`src/rtl/gate_seq_pkg.sv`:
```
// Shared types and default constants for the AND-gate stimulus/check sequencer.
package gate_seq_pkg;

    typedef enum logic [1:0] {
        IDLE   = 2'd0,
        SETTLE = 2'd1,
        CHECK  = 2'd2,
        DONE   = 2'd3
    } state_e;

    localparam int DEF_SETTLE_CYCLES = 4;
    localparam int DEF_ERR_W         = 8;

endpackage : gate_seq_pkg

```
`src/rtl/and_gate_sequencer_settle_timer.sv`:
```
// Loadable down-counter that stops at zero; zero flag tells the FSM the hold time has elapsed.
module settle_timer #(
    parameter int W = 3
) (
    input  logic         clk,
    input  logic         rst,
    input  logic         load,
    input  logic [W-1:0] load_val,
    input  logic         dec,
    output logic         zero
);

    logic [W-1:0] cnt_q;
    logic [W-1:0] cnt_d;

    always_comb begin
        cnt_d = cnt_q;
        if (load) begin
            cnt_d = load_val;
        end else if (dec && (cnt_q != '0)) begin
            cnt_d = cnt_q - W'(1);
        end
    end

    always_ff @(posedge clk) begin
        if (rst) begin
            cnt_q <= '0;
        end else begin
            cnt_q <= cnt_d;
        end
    end

    assign zero = (cnt_q == '0);

endmodule : settle_timer

```
`src/rtl/and_gate_sequencer.sv`:
```
// Walks a gate's inputs through every combination, samples the output after a settle time
// and compares it with the expected AND-reduction, keeping error count and first failing vector.
module and_gate_sequencer
    import gate_seq_pkg::*;
#(
    parameter int N_IN          = 2,
    parameter int SETTLE_CYCLES = DEF_SETTLE_CYCLES,
    parameter int ERR_W         = DEF_ERR_W
) (
    input  logic             clk,
    input  logic             rst,
    input  logic             start,
    output logic [N_IN-1:0]  stim,
    input  logic             dut_y,
    output logic             busy,
    output logic             done,
    output logic             pass,
    output logic [ERR_W-1:0] err_count,
    output logic             fail_valid,
    output logic [N_IN-1:0]  fail_vec
);

    localparam int            CW       = $clog2(SETTLE_CYCLES) + 1;
    localparam logic [CW-1:0] CNT_LOAD = CW'(SETTLE_CYCLES - 1);

    state_e           state_q, state_d;
    logic [N_IN-1:0]  vec_q, vec_d;
    logic [ERR_W-1:0] err_count_q, err_count_d;
    logic             fail_valid_q, fail_valid_d;
    logic [N_IN-1:0]  fail_vec_q, fail_vec_d;

    logic tmr_load;
    logic tmr_dec;
    logic tmr_zero;
    logic mismatch;

    settle_timer #(
        .W (CW)
    ) u_settle_timer (
        .clk      (clk),
        .rst      (rst),
        .load     (tmr_load),
        .load_val (CNT_LOAD),
        .dec      (tmr_dec),
        .zero     (tmr_zero)
    );

    // Only meaningful in CHECK; dut_y is ignored in every other state.
    assign mismatch = (dut_y != (&vec_q));

    always_comb begin
        state_d      = state_q;
        vec_d        = vec_q;
        err_count_d  = err_count_q;
        fail_valid_d = fail_valid_q;
        fail_vec_d   = fail_vec_q;
        tmr_load     = 1'b0;
        tmr_dec      = 1'b0;

        case (state_q)
            IDLE, DONE: begin
                if (start) begin
                    state_d      = SETTLE;
                    vec_d        = '0;
                    tmr_load     = 1'b1;
                    err_count_d  = '0;
                    fail_valid_d = 1'b0;
                    fail_vec_d   = '0;
                end
            end

            SETTLE: begin
                if (tmr_zero) begin
                    state_d = CHECK;
                end else begin
                    tmr_dec = 1'b1;
                end
            end

            CHECK: begin
                if (mismatch) begin
                    if (err_count_q != {ERR_W{1'b1}}) begin
                        err_count_d = err_count_q + ERR_W'(1);
                    end
                    if (!fail_valid_q) begin
                        fail_valid_d = 1'b1;
                        fail_vec_d   = vec_q;
                    end
                end
                // All-ones is the last vector, so vec never wraps.
                if (&vec_q) begin
                    state_d = DONE;
                end else begin
                    vec_d    = vec_q + N_IN'(1);
                    tmr_load = 1'b1;
                    state_d  = SETTLE;
                end
            end

            default: begin
                state_d = IDLE;
            end
        endcase
    end

    always_ff @(posedge clk) begin
        if (rst) begin
            state_q      <= IDLE;
            vec_q        <= '0;
            err_count_q  <= '0;
            fail_valid_q <= 1'b0;
            fail_vec_q   <= '0;
        end else begin
            state_q      <= state_d;
            vec_q        <= vec_d;
            err_count_q  <= err_count_d;
            fail_valid_q <= fail_valid_d;
            fail_vec_q   <= fail_vec_d;
        end
    end

    assign stim       = (state_q == IDLE) ? '0 : vec_q;
    assign busy       = (state_q == SETTLE) || (state_q == CHECK);
    assign done       = (state_q == DONE);
    assign pass       = (state_q == DONE) && (err_count_q == '0);
    assign err_count  = err_count_q;
    assign fail_valid = fail_valid_q;
    assign fail_vec   = fail_vec_q;

endmodule : and_gate_sequencer

```
`config.mk`:
```
export PLATFORM = sky130hd
export DESIGN_NAME = and_gate_sequencer
export DESIGN_NICKNAME = d
export VERILOG_FILES = /design/src/rtl/gate_seq_pkg.sv /design/src/rtl/and_gate_sequencer_settle_timer.sv /design/src/rtl/and_gate_sequencer.sv
export SDC_FILE = /design/constraint.sdc
export NUM_CORES = 1
export LEC_CHECK = 0
export BUFFER_PORTS_ARGS = -buffer_cell sky130_fd_sc_hd__buf_2
export CAP_MARGIN = 20
export CELL_PAD_IN_SITES_DETAIL_PLACEMENT = 0
export CELL_PAD_IN_SITES_GLOBAL_PLACEMENT = 1
export CORE_MARGIN = 2
export CORE_UTILIZATION = 36
export DETAILED_ROUTE_END_ITERATION = 10
export GPL_ROUTABILITY_DRIVEN = 0
export PLACE_DENSITY_LB_ADDON = 0.2
export SLEW_MARGIN = 20
export SYNTH_ARGS = -nofsm -noshare
export SYNTH_HDL_FRONTEND = slang
export SYNTH_HIERARCHICAL = 1
export SYNTH_SLANG_ARGS = --single-unit
```
`constraint.sdc`:
```
create_clock -name clk -period 2.08 [get_ports clk]
set_clock_uncertainty 0.2 [all_clocks]
set_input_delay 0.208 -clock clk [delete_from_list [all_inputs] [get_ports clk]]
set_output_delay 0.208 -clock clk [all_outputs]
set_load 0.005 [all_outputs]
```
==> metrics.md, run 1 <==
| Metric | Value |
|---|---|
| Final antenna diode count | 0 |
| Mean routed wirelength per cell | 12.1 um |
| Number of enable flip-flop cells after synthesis | 0 |
| Footprint of the multi-input gates | 742 um^2 |
| Wire length reported by the detailed router | 2760 um |
| Port buffer count | 19 |
| Class of the worst hold path | in -> reg |
| Startpoint Class | flop |
| Clock root cell | sky130_fd_sc_hd__clkbuf_4 |
| Post-Route Setup TNS | 0 ps |
| Max FO, Critical Path | 6 |
| Final cycle utilization of the critical path | 0.989 |
| Depth of the worst hold-timing path | 2 |
| Fraction of registers with async set or reset after synthesis | 0 |
| Average vias per placed instance | 4.92 |
| P_leak | 0.000655 uW |
| Hold buffers post-CTS | 0 |
| Cell count after synthesis | 143 |
| Vias in the first global route | 1076 |
| Final hold violation count | 0 |
| Capture point of the worst reg-to-reg path | err_count[3]$_SDFFE_PP0P_ |
| Setup slack, reg-to-reg | 50 ps |
| Yosys synthesis warning count | 6 |
| Antenna violations before repair | 0 |
| Peak supply drop | 0.000307 V |
| Number of remaining DRC errors | 0 |
| Pin count of the biggest net entering global routing | 13 |
| Final Max Tran Viols | 0 |
| Layout overhead on the synthesized area | 31.7% |
| Min Tclk post-route | 2060 ps |
| FF+latch area | 362 um^2 |
| Path type of the worst setup path | reg -> out |
| Overall track demand over capacity in global routing | 0.167 |
| Total setup violations reported at the end of the flow | 0 |
| Horizontal die dimension | 60.3 um |
| Buffer depth of the longest clock path | 2 |
| Post-Place Setup Slack | 6.89 ps |
| Cell area after synthesis | 1140 um^2 |
| Count of fill cells added during filler insertion | 325 |
| IO Pins | 20 |
| Post-layout power | 930 uW |
| Post-DRT Antenna Nets | 0 |
| Later-pin clock latency in the skew report | 290 ps |
| Final HPWL DP | 2100 um |
| Clk slew on worst S/H paths | 110 ps |
| Standard-cell row count | 20 |
| Net total in the final layout | 200 |
| Pwr per Cell Area | 618 nW/um^2 |
| Number of H-tree levels | 1 |
| Endpoint required time on the critical path | 1670 ps |
| Violation count after the first detailed-route iteration | 29 |
| Setup slack of the critical path after layout | 21.9 ps |
| Die Footprint | 3640 um^2 |
| R2R Path Start | state_q[0]$_SDFFE_PP0P_ |
| Die H | 60.3 um |
| Fraction of layout cells with a size suffix above 1 | 0.292 |
| Most used DFF post-synth | sky130_fd_sc_hd__dfxtp_1 |
| Endpoint arrival time on the critical path | 1650 ps |
| Count of max-cap constraint violations | 0 |
| Clock tree from TritonCTS | yes |
| End point of the worst hold path | state_q[0]$_SDFFE_PP0P_ |
| Wire length of the first global-routing pass | 4590 um |
| Total number of vias | 1126 |
| Cts bufs inserted | 3 |
| Grt total ovfl | 0 |
| Sequential share of the synthesized area | 0.315 |
| Endpoint type of the worst setup path | output port |
| Distinct cell type count after synthesis | 40 |
| R2R depth | 6 |
| Core Area | 3030 um^2 |
| Number of search-and-repair iterations in the first detailed-routing pass | 5 |
| Effective utilization at floorplan | 0.377 |
| Synthesized area per cell | 7.99 um^2 |
| Maximum clock frequency | 486 MHz |
| Number of synthesized register bits | 18 |
| Result of the run | finished clean |
| Number of clock sinks | 18 |
| Launch point of the worst hold path | rst |
-- report_power, final --
part,internal (uW),total [uW],switching (uW)
Clock,107,220,113
Sequential,365,379,13.3
Combinational,166,331,165
-- metrics by stage --
step	util	area, um^2	hold WS [ps]	std cells
6_report	0.497	1500	47.4	229
5_1_grt	0.497	1500	61.0	229
4_1_cts	0.488	1480	33.2	229
3_5_place_dp	0.474	1430	284	224
3_3_place_gp	0.474	1430	293	224
2_1_floorplan	-	1150	77.4	144
-- synth_stat cells (2+ instances only) --
library cell | n | share of area
sky130_fd_sc_hd__conb_1 | 2 | 0.0066
sky130_fd_sc_hd__or3_1 | 2 | 0.011
sky130_fd_sc_hd__nor2b_1 | 5 | 0.027
sky130_fd_sc_hd__nand3b_1 | 2 | 0.013
sky130_fd_sc_hd__o311ai_0 | 3 | 0.023
sky130_fd_sc_hd__dfxtp_1 | 18 | 0.32
sky130_fd_sc_hd__inv_1 | 11 | 0.036
sky130_fd_sc_hd__nor2_1 | 9 | 0.030
sky130_fd_sc_hd__or4_1 | 2 | 0.013
sky130_fd_sc_hd__a21oi_1 | 7 | 0.031
sky130_fd_sc_hd__and2_1 | 4 | 0.022
sky130_fd_sc_hd__xnor2_1 | 2 | 0.015
sky130_fd_sc_hd__nor3_1 | 3 | 0.013
sky130_fd_sc_hd__ha_1 | 10 | 0.11
sky130_fd_sc_hd__o21ai_0 | 8 | 0.035
sky130_fd_sc_hd__o41ai_1 | 2 | 0.015
sky130_fd_sc_hd__nand3_1 | 4 | 0.018
sky130_fd_sc_hd__nand2_1 | 15 | 0.049
sky130_fd_sc_hd__nand4b_1 | 3 | 0.023
sky130_fd_sc_hd__clkbuf_1 | 3 | 0.0099
sky130_fd_sc_hd__nand2b_1 | 4 | 0.022
sky130_fd_sc_hd__a31oi_1 | 3 | 0.016
sky130_fd_sc_hd__o31ai_1 | 2 | 0.013
sky130_fd_sc_hd__and3_1 | 2 | 0.011
sky130_fd_sc_hd__a211oi_1 | 2 | 0.013
-- cells in the final DEF, fill, tap and decap left out, types with 3 or more instances in the layout --
cell                       instances
sky130_fd_sc_hd__nand2_1          15
sky130_fd_sc_hd__clkbuf_4          3
sky130_fd_sc_hd__o311ai_1          3
sky130_fd_sc_hd__nand4b_1          3
sky130_fd_sc_hd__nand3_1           4
sky130_fd_sc_hd__buf_2            19
sky130_fd_sc_hd__ha_1              9
sky130_fd_sc_hd__a31oi_1           3
sky130_fd_sc_hd__inv_1            11
sky130_fd_sc_hd__nor2b_1           5
sky130_fd_sc_hd__nor2_1            9
sky130_fd_sc_hd__nand2b_1          4
sky130_fd_sc_hd__buf_4            23
sky130_fd_sc_hd__a21oi_1           7
sky130_fd_sc_hd__dfxtp_1          17
sky130_fd_sc_hd__o21ai_0           8
sky130_fd_sc_hd__conb_1            3
sky130_fd_sc_hd__and2_1            4
-- kinds of logic (layout without fill, tap and decap cells) --
kind of cell | after synthesis | count (layout) | synth area share
AND/OR/NAND/NOR | 59 | 59 | 0.280
other | 2 | 3 | 0.00657
flip-flops | 18 | 18 | 0.315
AO/OA/AOI/OAI | 36 | 36 | 0.213
buffers and inverters | 16 | 57 | 0.0602
XOR/XNOR | 2 | 2 | 0.0153
adder cells (fa/ha/maj) | 10 | 10 | 0.110
-- registers in the layout, summed over array words and instances, names as in the netlist --
name / flops
fail_valid: 1
fail_vec: 2
u_settle_timer/cnt_q: 3
err_count: 8
state_q: 2
vec_q: 2
-- worst max path at each step --
| stage | startpoint | end | slack, ps | depth (start not counted) |
|---|---|---|---|---|
| 2_1_floorplan | state_q[0]$_SDFFE_PP0P_ | fail_vec[0]$_SDFFE_PP0P_ | 30 | 7 |
| 3_3_place_gp | state_q[1]$_SDFFE_PP0P_ | err_count[3]$_SDFFE_PP0P_ | 80 | 6 |
| 3_5_place_dp | state_q[1]$_SDFFE_PP0P_ | err_count[4]$_SDFFE_PP0P_ | 7 | 6 |
| 4_1_cts | err_count[2]$_SDFFE_PP0P_ | pass | 10 | 4 |
| 5_1_grt | err_count[2]$_SDFFE_PP0P_ | pass | -9 | 4 |
| 6_report | err_count[2]$_SDFFE_PP0P_ | pass | 20 | 4 |
-- metal layers --
layer,vias up,GRT usage,wire (um)
met5,-,0,0
li1,594,-,-
met2,13,0.283,1340
met3,2,0.0256,63
met4,0,0.0667,20
met1,517,0.212,1340
-- repair_timing --
| action | CTS | global route |
|---|---|---|
| buffers inserted | 1 | 0 |
| gates resized for setup | 2 | 6 |
| pin swaps | 0 | 1 |
| setup endpoints to repair | 3 | 6 |
-- final cells by class --
cell class              instances  share of cell area
well taps                      44              0.0366
inverters                      11              0.0275
repair buffers                 42               0.178
multi-input cells             110               0.493
clock buffers                   4              0.0241
flip-flops and latches         18               0.240
-- critical path, cell delays in order (launching register included) --
cell and delay (ps):
sky130_fd_sc_hd__dfxtp_1 320, sky130_fd_sc_hd__buf_4 150, sky130_fd_sc_hd__or4_1 550, sky130_fd_sc_hd__nor4_2 180, sky130_fd_sc_hd__buf_2 160
Power figures use the tool's default switching activity.
==> run 2: changes to the inputs <==
- RECOVER_POWER: not set -> 50
- SYNTH_HIERARCHICAL: 1 -> not set
==> run 2 against run 1 <==
Worst hold slack gained 67 ps. Sequential share of layout area grew 1.8 points. Non-clock buffer count shrank 9. Routed wire length grew 0.76%. Largest cell class unchanged.
==> metrics.md, run 2 <==
| Metric | Value |
|---|---|
| Number of clock sinks | 18 |
| Wire length reported by the detailed router | 2790 um |
| Total number of vias | 1133 |
| Mean routed wirelength per cell | 13.5 um |
| Met2 track utilization from global routing | 0.314 |
| Clk slew on worst S/H paths | 110 ps |
| Distinct cell type count after synthesis | 38 |
| Port buffer count | 19 |
| Final hold violation count | 0 |
| Synth top area share | 0.325 |
| Violation count after the first detailed-route iteration | 74 |
| Depth of the worst hold-timing path | 2 |
| Finished layout cell area | 1410 um^2 |
| Placed cell area | 1340 um^2 |
| Class of the worst hold path | in -> reg |
| Sequential share of the synthesized area | 0.325 |
| Min Tclk post-route | 2010 ps |
| Cell types occupying the most area after synthesis | sky130_fd_sc_hd__dfxtp_1 33%, sky130_fd_sc_hd__ha_1 11%, sky130_fd_sc_hd__nand3_1 5.0%, sky130_fd_sc_hd__nor2_1 4.7%, sky130_fd_sc_hd__nand2_1 4.4% |
| Final HPWL DP | 2070 um |
| FF+latch area | 364 um^2 |
| Setup slack, reg-to-reg | 70 ps |
| End point of the worst hold path | u_settle_timer.cnt_q[2]$_SDFFE_PP0P_ |
| Later-pin clock latency in the skew report | 290 ps |
| Count of fill cells added during filler insertion | 312 |
| Tightest Pin Transition | 412 ps |
| Max FO, Critical Path | 6 |
| Final cycle utilization of the critical path | 0.966 |
| Met1 demand-to-capacity share in global routing | 0.201 |
| Post-Place Setup Slack | 0.226 ps |
| P_leak | 0.000543 uW |
| Antenna violations before repair | 0 |
| Most common library cells after synthesis | 18 x sky130_fd_sc_hd__dfxtp_1, 14 x sky130_fd_sc_hd__nor2_1, 13 x sky130_fd_sc_hd__nand2_1 |
| Grt total ovfl | 0 |
| Worst slew margin relative to its limit | 0.725 |
| Total setup violations reported at the end of the flow | 0 |
| Number of synthesized register bits | 18 |
| Endpoint required time on the critical path | 2050 ps |
| Synthesized area per cell | 7.91 um^2 |
| Overall track demand over capacity in global routing | 0.174 |
| Syn Nets | 154 |
| Hold buffers post-CTS | 0 |
| Post-DRT Antenna Nets | 0 |
| Net total in the final layout | 188 |
| Peak supply drop | 0.000556 V |
| Endpoint arrival time on the critical path | 1980 ps |
| Number of search-and-repair iterations in the first detailed-routing pass | 4 |
| Post-Route Setup TNS | 0 ps |
| Cell area after synthesis | 1110 um^2 |
| Buffer depth of the longest clock path | 2 |
| Yosys synthesis warning count | 0 |
| Horizontal die dimension | 59.5 um |
| Maximum clock frequency | 498 MHz |
| Core Area | 2980 um^2 |
| Setup slack of the critical path after layout | 71.3 ps |
| Launch point of the worst hold path | rst |
| Pwr per Cell Area | 913 nW/um^2 |
| RSZ-0062 raised after global routing | no |
| Cell count after synthesis | 140 |
| Wire length of the first global-routing pass | 4660 um |
| Fraction of layout cells with a size suffix above 1 | 0.237 |
| Final antenna diode count | 0 |
| Path type of the worst setup path | reg -> reg |
| Capture point of the worst reg-to-reg path | err_count[7]$_SDFFE_PP0P_ |
| Number of enable flip-flop cells after synthesis | 0 |
| Fraction of registers with async set or reset after synthesis | 0 |
| Die H | 59.5 um |
| Vias in the first global route | 1063 |
| Result of the run | finished clean |
| Number of remaining DRC errors | 0 |
| Effective utilization at floorplan | 0.372 |
| Most common cell after layout, fill and taps aside | sky130_fd_sc_hd__dfxtp_1 |
| Most used DFF post-synth | sky130_fd_sc_hd__dfxtp_1 |
| Count of max-cap constraint violations | 0 |
| Final Max Tran Viols | 0 |
| Standard-cell row count | 20 |
| Highest-count cells in the layout ignoring fill and taps | 15 x sky130_fd_sc_hd__dfxtp_1, 14 x sky130_fd_sc_hd__nor2_1, 13 x sky130_fd_sc_hd__nand2_1, 13 x sky130_fd_sc_hd__buf_2, 13 x sky130_fd_sc_hd__buf_4 |
| Yosys top cell by area | sky130_fd_sc_hd__dfxtp_1 |
| Average vias per placed instance | 5.50 |
| Die Footprint | 3540 um^2 |
| Cts bufs inserted | 3 |
| R2R Path Start | state_q[1]$_SDFFE_PP0P_ |
| Clock tree from TritonCTS | yes |
| Most utilized layer in the global route result | met2 |
| Clock root cell | sky130_fd_sc_hd__clkbuf_4 |
| Layout overhead on the synthesized area | 27.2% |
| Startpoint Class | flop |
| IO Pins | 20 |
| Pin count of the biggest net entering global routing | 24 |
| Footprint of the multi-input gates | 737 um^2 |
| Number of H-tree levels | 1 |
| Global-route met3 utilization | 0.0306 |
| Most frequent cell after synthesis | sky130_fd_sc_hd__dfxtp_1 |
| Endpoint type of the worst setup path | flop |
| R2R depth | 7 |
| Max reg flops | 8 |
run 2: kinds of logic after synthesis:
| kind of cell | Yosys count | share of synthesized area |
|---|---|---|
| AND/OR/NAND/NOR | 66 | 0.318 |
| AO/OA/AOI/OAI | 31 | 0.184 |
| flip-flops | 18 | 0.325 |
| buffers and inverters | 13 | 0.0441 |
| adder cells (fa/ha/maj) | 10 | 0.113 |
| XOR/XNOR | 2 | 0.0158 |
run 2: cell type report:
class,instances,area share
timing repair buffer,33,0.139
clock buffer,4,0.0258
tap,33,0.0293
sequential,18,0.258
inverter,9,0.0240
multi-input combinational,109,0.523
run 2: per-stage QoR:
stage                     hold WS, ps  utilization  std cells  power, uW
after floorplan                   199            -        140        828
after global placement            321        0.450        201       1040
after detailed placement          318        0.450        201       1070
after CTS                         116        0.465        205       1290
after global routing              150        0.473        206       1400
final                             115        0.473        206       1290
run 2: worst max path at each step:
stage	from	to	slack (ps)
3_3_place_gp	state_q[1]$_SDFFE_PP0P_	err_count[5]$_SDFFE_PP0P_	100
2_1_floorplan	state_q[1]$_SDFFE_PP0P_	err_count[5]$_SDFFE_PP0P_	30
5_1_grt	state_q[1]$_SDFFE_PP0P_	err_count[7]$_SDFFE_PP0P_	1
4_1_cts	state_q[1]$_SDFFE_PP0P_	err_count[5]$_SDFFE_PP0P_	10
3_5_place_dp	state_q[1]$_SDFFE_PP0P_	err_count[7]$_SDFFE_PP0P_	0.2
6_report	state_q[1]$_SDFFE_PP0P_	err_count[7]$_SDFFE_PP0P_	70
run 2: timing repair:
action | CTS | global route
gates resized for setup | 1 | 8
pin swaps | 0 | 2
cloned | 0 | 0
buffers inserted | 0 | 1
setup endpoints to repair | 1 | 4
run 2: power breakdown:
group          switching, uW  internal [uW]
combinational            349            293
sequential              35.1            395
clock                    108            106
run 2: worst max-delay path: stages (launching register included):
cell and delay [ps]:
sky130_fd_sc_hd__dfxtp_2 340, sky130_fd_sc_hd__inv_1 60, sky130_fd_sc_hd__ha_4 290, sky130_fd_sc_hd__nor2_1 70, sky130_fd_sc_hd__a211o_1 310, sky130_fd_sc_hd__buf_4 170, sky130_fd_sc_hd__o41ai_4 350, sky130_fd_sc_hd__a21oi_1 90
run 2: routing by layer:
layer | part of all wire | wire (um)
met1 | 0.45 | 1250
met2 | 0.50 | 1400
met3 | 0.036 | 99
met4 | 0.012 | 34
met5 | 0 | 0
==> run 3: changes to the inputs <==
- GPL_TIMING_DRIVEN: not set -> 0
==> run 3 against run 2 <==
First-iteration DRC count fell by 42%. Largest cell class unchanged. Global-route usage rose by 0.059 points. Critical path depth fell by 1. Highest routed layer unchanged. Design area rose by 2.6%. Non-clock buffer count did not move.
==> metrics.md, run 3 (same netlist as run 2, synthesis figures left out) <==
| Metric | Value |
|---|---|
| Non-Filler Instances | 206 |
| Number of search-and-repair iterations in the first detailed-routing pass | 4 |
| Total setup violations reported at the end of the flow | 0 |
| Worst hold slack | 57.0 ps |
| RSZ-0062 raised after global routing | yes |
| Number of remaining DRC errors | 0 |
| Power Internal | 851 uW |
| Proportion of power drawn by flip-flops and latches | 0.320 |
| Buffer depth of the longest clock path | 2 |
| Endpoint type of the worst setup path | flop |
| Later-pin clock latency in the skew report | 310 ps |
| Net total in the final layout | 188 |
| Share of total power in the clock network | 0.165 |
| Endpoint arrival time on the critical path | 2070 ps |
| Violation count after the first detailed-route iteration | 43 |
| Overall track demand over capacity in global routing | 0.175 |
| Min Tclk post-route | 2030 ps |
| Grt total ovfl | 0 |
| Final hold violation count | 0 |
| Total number of vias | 1118 |
| Post-DRT Antenna Nets | 0 |
| P_leak | 0.000552 uW |
| Standard-cell row count | 20 |
| Net switching component of the power | 527 uW |
| Mean routed wirelength per cell | 13.8 um |
| Final cycle utilization of the critical path | 0.976 |
| Footprint of the multi-input gates | 785 um^2 |
| Class of the worst hold path | in -> reg |
| IO Pins | 20 |
| Tightest Pin Transition | 540 ps |
| Wire length reported by the detailed router | 2840 um |
| Pwr per Cell Area | 953 nW/um^2 |
| Pin count of the biggest net entering global routing | 11 |
| Port buffer count | 19 |
| Final HPWL DP | 1980 um |
| Max FO, Critical Path | 6 |
| Net switching fraction of the power | 0.383 |
| Count of fill cells added during filler insertion | 301 |
| Layout overhead on the synthesized area | 30.5% |
| Vias in the first global route | 1001 |
| Startpoint Class | flop |
| Clock tree from TritonCTS | yes |
| Path type of the worst setup path | reg -> reg |
| Number of clock sinks | 18 |
| Most common cell after layout, fill and taps aside | sky130_fd_sc_hd__dfxtp_1 |
| Worst slew margin relative to its limit | 0.640 |
| Count of placed standard cells including taps | 192 |
| Core Area | 2980 um^2 |
| Final antenna diode count | 0 |
| Die Footprint | 3540 um^2 |
| Cts bufs inserted | 3 |
| Highest-count cells in the layout ignoring fill and taps | 14 x sky130_fd_sc_hd__dfxtp_1, 13 x sky130_fd_sc_hd__nand2_1, 13 x sky130_fd_sc_hd__nor2_1, 12 x sky130_fd_sc_hd__buf_2 |
| Peak supply drop | 0.000479 V |
| Result of the run | finished clean |
| Antenna violations before repair | 0 |
| Horizontal die dimension | 59.5 um |
| Average vias per placed instance | 5.43 |
| Fraction of layout cells with a size suffix above 1 | 0.266 |
| Endpoint required time on the critical path | 2120 ps |
| Number of H-tree levels | 1 |
| Maximum clock frequency | 493 MHz |
| Max reg flops | 8 |
| Count of max-cap constraint violations | 0 |
| FF+latch area | 368 um^2 |
| Clock root cell | sky130_fd_sc_hd__clkbuf_4 |
| Clk slew on worst S/H paths | 110 ps |
| Effective utilization at floorplan | 0.372 |
| Die H | 59.5 um |
| Wire length of the first global-routing pass | 4690 um |
| Final Max Tran Viols | 0 |
| Part of the power in combinational logic | 0.515 |
==> run 3: path summary, 6_finish.rpt <==
check / startpoint / end / slack, ps / cells past startpoint
setup / recovery: state_q[0]$_SDFFE_PP0P_ / err_count[5]$_SDFFE_PP0P_ / 50 / 6
hold / removal: rst / fail_vec[0]$_SDFFE_PP0P_ / 60 / 4
setup reg to reg: state_q[0]$_SDFFE_PP0P_ / err_count[5]$_SDFFE_PP0P_ / 50 / 6
hold reg to reg: u_settle_timer.cnt_q[2]$_SDFFE_PP0P_ / u_settle_timer.cnt_q[2]$_SDFFE_PP0P_ / 350 / 2
==> run 3: what timing repair did <==
action,4_1_cts,5_1_grt
pin swaps,4,5
resized for setup,14,11
cloned,0,0
buffers inserted,8,2
hold buffers,0,0
setup endpoints to repair,12,12
==> run 3: through the flow <==
step | setup slack [ps] | utilization | TNS [ps] | power, uW | instance area [um^2]
2_1_floorplan | 31.4 | - | 0 | 828 | 1120
3_3_place_gp | -193 | 0.422 | -1080 | 960 | 1260
3_5_place_dp | -226 | 0.422 | -1170 | 971 | 1260
4_1_cts | 5.53 | 0.466 | 0 | 1370 | 1390
5_1_grt | -11.0 | 0.485 | -11.0 | 1500 | 1450
6_report | 50.0 | 0.485 | 0 | 1380 | 1450
==> run 3: metal layers <==
layer  part of all wire  track usage
met5                  0            0
met2               0.48        0.294
met3              0.040       0.0393
met1               0.46        0.225
met4              0.019       0.0422
==> run 3: critical path, cell delays in order, from the launching register on <==
cell and delay, ps:
sky130_fd_sc_hd__dfxtp_4 380, sky130_fd_sc_hd__inv_4 40, sky130_fd_sc_hd__ha_4 250, sky130_fd_sc_hd__nor2b_4 140, sky130_fd_sc_hd__a211o_4 320, sky130_fd_sc_hd__or4b_1 470, sky130_fd_sc_hd__a31oi_1 170
==> run 3: power by group through the flow <==
stage	logic [uW]	clock network, uW	registers (uW)
2_1_floorplan	389	0	438
3_3_place_gp	516	0	445
3_5_place_dp	524	0	447
4_1_cts	695	235	437
5_1_grt	799	248	452
6_report	710	228	441
==> run 3: final cells by class <==
class	instances	area share
buffer	4	0.0121
clock buffer	4	0.0251
inverter	9	0.0251
multi-input combinational	109	0.543
sequential	18	0.255
tap	33	0.0286
timing repair buffer	29	0.112
